<file path="src/rtl/dmem_arbiter_pkg.sv">
// Shared definitions for the data-RAM arbiter: owner encoding and stall counter width.
// Pure declarations: no latency, no backpressure.
package dmem_arbiter_pkg;

  typedef enum logic [1:0] {
    OWN_IDLE = 2'd0,
    OWN_CPU  = 2'd1,
    OWN_DBG  = 2'd2
  } owner_e;

  localparam int STALL_CNT_W = 16;

endpackage

</file>
<file path="src/rtl/sat_counter.sv">
// Up-counter that sticks at all-ones instead of wrapping.
// One-cycle update latency; the enable is the only flow control.
module sat_counter #(
  parameter int WIDTH = 16
) (
  input  logic             clk,
  input  logic             rst_n,
  input  logic             en,
  output logic [WIDTH-1:0] cnt
);

  logic [WIDTH-1:0] cnt_q;
  logic [WIDTH-1:0] cnt_d;

  always_comb begin
    cnt_d = cnt_q;
    if (en && (cnt_q != {WIDTH{1'b1}})) begin
      cnt_d = cnt_q + 1'b1;
    end
  end

  always_ff @(posedge clk or negedge rst_n) begin
    if (!rst_n) begin
      cnt_q <= '0;
    end else begin
      cnt_q <= cnt_d;
    end
  end

  assign cnt = cnt_q;

endmodule

</file>
<file path="src/rtl/dmem_arbiter.sv">
// Shares the single-port data RAM between the CPU load/store path and the debug port.
// Zero-latency grant and mux; a losing CPU is held via cpu_stall, debug just sees no dbg_gnt.
module dmem_arbiter
  import dmem_arbiter_pkg::*;
#(
  parameter int ADDR_W    = 10,
  parameter int DATA_W    = 32,
  parameter int MAX_BURST = 4
) (
  input  logic                   clk,
  input  logic                   rst_n,
  input  logic                   cpu_req,
  input  logic                   cpu_we,
  input  logic [ADDR_W-1:0]      cpu_addr,
  input  logic [DATA_W-1:0]      cpu_wdata,
  output logic [DATA_W-1:0]      cpu_rdata,
  output logic                   cpu_stall,
  input  logic                   dbg_req,
  input  logic                   dbg_we,
  input  logic                   dbg_lock,
  input  logic [ADDR_W-1:0]      dbg_addr,
  input  logic [DATA_W-1:0]      dbg_wdata,
  output logic [DATA_W-1:0]      dbg_rdata,
  output logic                   dbg_gnt,
  output logic [ADDR_W-1:0]      ram_addr,
  output logic                   ram_we,
  output logic [DATA_W-1:0]      ram_din,
  input  logic [DATA_W-1:0]      ram_dout,
  output logic [STALL_CNT_W-1:0] stall_cnt
);

  localparam int                 BURST_W   = $clog2(MAX_BURST + 1);
  localparam logic [BURST_W-1:0] BURST_MAX = BURST_W'(MAX_BURST);

  owner_e             owner_q;
  owner_e             owner_d;
  logic [BURST_W-1:0] burst_cnt_q;
  logic [BURST_W-1:0] burst_cnt_d;

  logic cpu_win;
  logic dbg_win;
  logic cpu_gnt;
  logic dbg_gnt_w;
  logic stall_en;

  // Under contention the debug port wins unless it already held the RAM last
  // cycle and has either dropped its lock or used up its burst allowance.
  always_comb begin
    cpu_win = 1'b0;
    dbg_win = 1'b0;
    if (cpu_req && dbg_req) begin
      if ((owner_q == OWN_DBG) && !(dbg_lock && (burst_cnt_q < BURST_MAX))) begin
        cpu_win = 1'b1;
      end else begin
        dbg_win = 1'b1;
      end
    end else begin
      cpu_win = cpu_req;
      dbg_win = dbg_req;
    end
    cpu_gnt   = cpu_win & rst_n;
    dbg_gnt_w = dbg_win & rst_n;
  end

  // Reset freezes the PC regardless of cpu_req.
  assign cpu_stall = ~rst_n | (cpu_req & ~cpu_gnt);
  assign dbg_gnt   = dbg_gnt_w;
  assign cpu_rdata = ram_dout;
  assign dbg_rdata = ram_dout;

  always_comb begin
    ram_addr = cpu_addr;
    ram_din  = cpu_wdata;
    ram_we   = 1'b0;
    if (dbg_gnt_w) begin
      ram_addr = dbg_addr;
      ram_din  = dbg_wdata;
      ram_we   = dbg_we;
    end else if (cpu_gnt) begin
      ram_we   = cpu_we;
    end
  end

  always_comb begin
    owner_d     = OWN_IDLE;
    burst_cnt_d = '0;
    if (dbg_gnt_w) begin
      owner_d     = OWN_DBG;
      burst_cnt_d = burst_cnt_q;
      // Only grants that keep the CPU waiting use up the burst allowance.
      if (cpu_req && (burst_cnt_q < BURST_MAX)) begin
        burst_cnt_d = burst_cnt_q + 1'b1;
      end
    end else if (cpu_gnt) begin
      owner_d = OWN_CPU;
    end
  end

  always_ff @(posedge clk or negedge rst_n) begin
    if (!rst_n) begin
      owner_q     <= OWN_IDLE;
      burst_cnt_q <= '0;
    end else begin
      owner_q     <= owner_d;
      burst_cnt_q <= burst_cnt_d;
    end
  end

  assign stall_en = cpu_stall & rst_n;

  sat_counter #(
    .WIDTH(STALL_CNT_W)
  ) u_stall_cnt (
    .clk  (clk),
    .rst_n(rst_n),
    .en   (stall_en),
    .cnt  (stall_cnt)
  );

endmodule

</file>
<file path="config.mk">
export PLATFORM = sky130hd
export DESIGN_NAME = dmem_arbiter
export DESIGN_NICKNAME = d
export VERILOG_FILES = /design/src/rtl/dmem_arbiter_pkg.sv /design/src/rtl/sat_counter.sv /design/src/rtl/dmem_arbiter.sv
export SDC_FILE = /design/constraint.sdc
export NUM_CORES = 1
export LEC_CHECK = 0
export CORE_AREA = 3 3 95 97
export CTS_CLUSTER_DIAMETER = 120
export DETAILED_ROUTE_END_ITERATION = 16
export DIE_AREA = 0 0 98 100
export PLACE_DENSITY = 0.77
export RECOVER_POWER = 100
export SLEW_MARGIN = 20
export SYNTH_ARGS = -nofsm -noshare
export SYNTH_HDL_FRONTEND = slang
export SYNTH_SLANG_ARGS = --single-unit
</file>
<file path="constraint.sdc">
create_clock -name clk -period 2.7 [get_ports clk]
set_clock_uncertainty 0.15 [all_clocks]
set_input_delay 0.675 -clock clk [delete_from_list [all_inputs] [get_ports clk]]
set_output_delay 0.675 -clock clk [all_outputs]
set_load 0.05 [all_outputs]
</file>
# == Word-level counts from Yosys, hierarchy flattened ==
# Index checks and enable logic that the tools add are counted.
# totals
reg_bits,21
in_bits,123
out_inout_bits,125
word_cells,34
# classes
reduce_logical,6
mux,12
magnitude_cmp,1
bitwise,7
n_eq_ne,3
addsub,2
# ops
op,n
$mux W32,1
$add A16 B1 Y16 const B,1
$ne A16 B16 Y1 const B,1
$mux W10,1
$mux W1,7
$mux W3,2
$logic_and A1 B1 Y1,5
$and A1 B1 Y1,4
$add A3 B1 Y3 const B,1
$lt A3 B3 Y1 const B,1
$eq A2 B2 Y1 const B,1
$mux W2,1
$ne A2 B1 Y1 const B,1
$not A1 Y1,2
$logic_not A1 Y1,1
$or A1 B1 Y1,1

# == Logic depth before layout (Yosys ltp) ==
# depth
ltp_word,12
ltp_mapped,6

# == Cells and area by module ==
# Synthesis repeated with hierarchy kept, for this count alone.
# unflattened
cells_unflattened,212
hier_area_um2,2160.8
# by_module_without_submodules
module,area_each_um2,seq_area_each_um2,instances,cells_per_inst
dmem_arbiter,1301.2,125.1,1,140
sat_counter,859.6,400.4,1,72

# == Least setup slack after synthesis ==
# Ideal clock, no wire load.
# synth_timing
kind,input port to output port
from,input dbg_lock
to,output cpu_stall
path_slack_ns,-0.151
stages,3
arrival_ns,2.026
cell_sequence,nor2b_2 o21ai_0 o21ai_0
# synth_via
elab_chain_cells,9
# synth_lines
item,line,text
from (decl),dmem_arbiter.sv:20,"input logic dbg_lock,"
$logic_and A1 B1 Y1,dmem_arbiter.sv:52,if ((owner_q == OWN_DBG) && !(dbg_lock && (burst_cnt_q < BURST_MAX))) begin
$logic_not A1 Y1,dmem_arbiter.sv:52,
$logic_and A1 B1 Y1,dmem_arbiter.sv:52,
$mux W1,dmem_arbiter.sv:52,
$mux W1,dmem_arbiter.sv:51,if (cpu_req && dbg_req) begin
$and A1 B1 Y1,dmem_arbiter.sv:61,cpu_gnt = cpu_win & rst_n;
$not A1 Y1,dmem_arbiter.sv:66,assign cpu_stall = ~rst_n | (cpu_req & ~cpu_gnt);
$and A1 B1 Y1,dmem_arbiter.sv:66,
$or A1 B1 Y1,dmem_arbiter.sv:66,
to (decl),dmem_arbiter.sv:17,"output logic cpu_stall,"
# Every way passes these cells.

# == Worst setup path after layout ==
# layout_timing
from,input dbg_lock
to,output ram_din[27]
# layout_via
elab_chain_cells,7
# layout_lines
item,line,text
$logic_and A1 B1 Y1,dmem_arbiter.sv:52,
$logic_not A1 Y1,dmem_arbiter.sv:52,
$logic_and A1 B1 Y1,dmem_arbiter.sv:52,
$mux W1,dmem_arbiter.sv:52,
$mux W1,dmem_arbiter.sv:51,
$and A1 B1 Y1,dmem_arbiter.sv:62,dbg_gnt_w = dbg_win & rst_n;
$mux W32,dmem_arbiter.sv:75,if (dbg_gnt_w) begin
to (decl),dmem_arbiter.sv:27,"output logic [DATA_W-1:0] ram_din,"
# Every way passes these cells.

==> impl_metrics.env <==
export IMPL_vias=1831
export IMPL_drt_iter0_drc=43
export IMPL_final_nets=437
export IMPL_slew_violations=0
export IMPL_fin_ws_ns=-0.1391
export IMPL_dieArea_um2=9800
export IMPL_layout_cells_most_common="clkdlybuf4s50_1"
export IMPL_cts_tree="yes"
export IMPL_cp_required_ns=1.88
export IMPL_synth_top_family_by_area="multiplexers"
export IMPL_relSlewSlack=0.6594
export IMPL_drc=0
export IMPL_syn_inst=206
export IMPL_power_density_nw_per_um2=410.7
export IMPL_h_tree_depth=1
export IMPL_yosys_area_share_adder=0.01167
export IMPL_ys_seq_area_frac=0.2450
export IMPL_regArea_um2=525.5
export IMPL_synth_seq_cells=21
export IMPL_yosys_warnings=0
export IMPL_grt_overflow=0
export IMPL_worst_pin_slew_ns=0.5093
export IMPL_synth_area_per_cell_um2=10.41
export IMPL_clk_pin_slew_ns=0.08
export IMPL_die_y_um=100
export IMPL_hp_class="reg -> reg"
export IMPL_synth_compound_area_frac=0.02275
export IMPL_max_freq_mhz=352.2
export IMPL_portBuffers=151
export IMPL_intPower_w=0.0009054
export IMPL_cts_sinks=21
export IMPL_routed_wl_mm=7.494
export IMPL_start_util=0.2610
export IMPL_viasPerCell=4.401
export IMPL_whs_ns=0.3478
export IMPL_num_antenna_cells=0
export IMPL_ant_nets=0
export IMPL_status="finished with violations"
export IMPL_power_share_clock=0.137
export IMPL_fillers=758
export IMPL_vdd_drop_max_mv=0.4339
export IMPL_violations="negative setup slack"
export IMPL_p_seq_frac=0.266
export IMPL_drv_cap=0
export IMPL_ioPinCount=248
export IMPL_synth_area_mux_share=0.2725
export IMPL_antenna_found_initial=0
export IMPL_root_buffer="clkbuf_8"
export IMPL_multi_input_area_um2=1119
export IMPL_synthSimpleGateAreaFrac=0.1295
export IMPL_clock_latency_ns=0.26
export IMPL_numCtsBuffers=3
export IMPL_synth_xor_area_share=0.06126
export IMPL_critical_path_arrival_ns=2.01
export IMPL_switchingPower_w=0.0006569
export IMPL_power_w=0.001562
export IMPL_area_delta_synth_final_pct=77.36
export IMPL_hold_viol=0
export IMPL_p_comb_frac=0.598
export IMPL_routabilityCongestion=0.7892
export IMPL_slowest_stage="o311a_4"
export IMPL_worst_setup_path_end_kind="output port"
export IMPL_startpoint_type="input pin"
export IMPL_p_sw_frac=0.4205
export IMPL_dp_final_hpwl_mm=5.674
export IMPL_grt_pass1_vias=1965
export IMPL_setup_tns_ns=-4.262
export IMPL_finalSetupViolations=43
export IMPL_crit_type="in -> out"
export IMPL_grt_max_degree=25
export IMPL_grt_pass1_wl_mm=11.01
export IMPL_clock_tree_buffer_depth=2
export IMPL_ys_types=32
export IMPL_crit_top_cell="buf_6"
export IMPL_rows=33
export IMPL_final_cell_mix="clkdlybuf4s50_1, buf_6, mux2_4"
export IMPL_cpPeakStageDelay_ns=0.35
export IMPL_grtUsageTotal=0.1410
export IMPL_syn_area_um2=2145
export IMPL_cp_cell_sequence="buf_6 > nor2b_4 > o311a_4 > buf_6 > clkbuf_16 > mux2_4 > buf_6"
export IMPL_drive_above_1_share=0.4019
export IMPL_critical_path_max_fanout=5
export IMPL_syn_num_nets=331
export IMPL_first_pass_iters=4
export IMPL_period_share=1.052
export IMPL_core_area_um2=8217
export IMPL_wl_per_cell_um=18.01
export IMPL_rsz0062_at_grt="true"
export IMPL_die_w_um=98
export IMPL_min_period_ns=2.839
export IMPL_p_leak_nw=1.694
-- cells by family after synthesis --
group	after synthesis
muxes	45
buffers and inverters	73
and+or+nand+nor	44
AOI/OAI and AO/OA	6
xor gates and xnor gates	15
adders and majority gates	2
DFF	21
-- sequential cells by signal (all words and copies together), names as in the netlist --
signal / count
u_stall_cnt.cnt: 16
burst_cnt_q: 3
owner_q: 2
-- area by class of cell --
| class | count | share of cell area |
|---|---|---|
| repair buffers | 173 | 0.5194 |
| clock buffers | 3 | 0.01086 |
| multi-input cells | 112 | 0.2941 |
| flip-flops and latches | 21 | 0.1382 |
| clock inverters | 1 | 0.001974 |
| inverters | 1 | 0.0009868 |
| well taps | 105 | 0.03454 |
-- worst max-delay path: cells and delay by family --
| family | cells | cell delay, ns |
|---|---|---|
| AO/OA/AOI/OAI | 1 | 0.35 |
| multiplexers | 1 | 0.31 |
| buffers and inverters | 4 | 0.56 |
| AND/OR/NAND/NOR | 1 | 0.12 |
-- repair_timing --
| item | 4_1_cts | 5_1_grt |
|---|---|---|
| gates cloned | 5 | 2 |
| gates resized for setup | 73 | 8 |
| setup buffers | 4 | 2 |
| pin swaps | 2 | 1 |
| setup endpoints to repair | 45 | 44 |
| hold buffers | 0 | 0 |
-- routing by layer --
layer / GRT usage / wire length [µm] / up-vias / share of wire
li1: - / - / 870 / -
met1: 0.1599 / 2721 / 851 / 0.36
met2: 0.2419 / 3872 / 94 / 0.52
met3: 0.05768 / 757 / 16 / 0.10
met4: 0.04579 / 143 / 0 / 0.019
met5: 0 / 0 / - / 0
-- stage by stage --
| step | util | instance area [µm²] | instances | setup slack (ns) |
|---|---|---|---|---|
| final | 0.4629 | 3804 | 416 | -0.1391 |
| after global routing | 0.4629 | 3804 | 416 | -0.1578 |
| after CTS | 0.4527 | 3720 | 412 | -0.1882 |
| after detailed placement | 0.3950 | 3246 | 399 | -0.4933 |
| after global placement | 0.3950 | 3246 | 399 | -0.4863 |
| after floorplan | - | 2145 | 206 | 0.002588 |
-- worst paths after layout --
path | startpoint | slack [ns] | cells past startpoint | to
max in group asynchronous | rst_n | 1.77 | 2 | u_stall_cnt.cnt[10]
hold reg to reg | u_stall_cnt.cnt[11] | 0.35 | 1 | u_stall_cnt.cnt[11]
hold / removal | u_stall_cnt.cnt[11] | 0.35 | 1 | u_stall_cnt.cnt[11]
setup / recovery | dbg_lock | -0.14 | 7 | ram_din[27]
min in group asynchronous | rst_n | 0.40 | 2 | u_stall_cnt.cnt[4]
setup reg to reg | u_stall_cnt.cnt[0] | 0.50 | 6 | u_stall_cnt.cnt[1]
-- power groups by stage --
| stage | registers (W) | clock network [W] | logic [W] |
|---|---|---|---|
| after global placement | 0.000420 | 0 | 0.000814 |
| final | 0.000415 | 0.000214 | 0.000934 |
| after detailed placement | 0.000420 | 0 | 0.000820 |
| after CTS | 0.000414 | 0.000220 | 0.000922 |
| after floorplan | 0.000538 | 0 | 0.000615 |
| after global routing | 0.000426 | 0.000235 | 0.000973 |
-- Yosys cell counts --
cell type	count	share of area
and4_1	2	0.0082
xor2_1	14	0.057
mux2_2	18	0.095
dfrtp_1	21	0.25
and3_1	4	0.012
nor2b_2	1	0.0041
buf_4	65	0.23
nand2b_1	2	0.0058
nor2_1	1	0.0017
a21oi_1	1	0.0023
o2111ai_2	1	0.0070
o21ai_0	2	0.0047
ha_1	2	0.012
xnor2_1	1	0.0041
buf_2	3	0.0070
nor3_1	5	0.012
and2_1	1	0.0029
o311a_1	1	0.0047
nor3b_1	1	0.0035
nor4b_4	1	0.011
a22o_1	1	0.0041
nand2_1	5	0.0088
nand4_1	9	0.026
mux2i_1	1	0.0047
nand3_1	2	0.0047
inv_2	1	0.0017
mux2_1	5	0.026
nor2_2	1	0.0029
nor2b_1	2	0.0058
nor4_1	7	0.020
buf_6	4	0.021
mux2_4	21	0.15
Power figures use the tool's default switching activity.
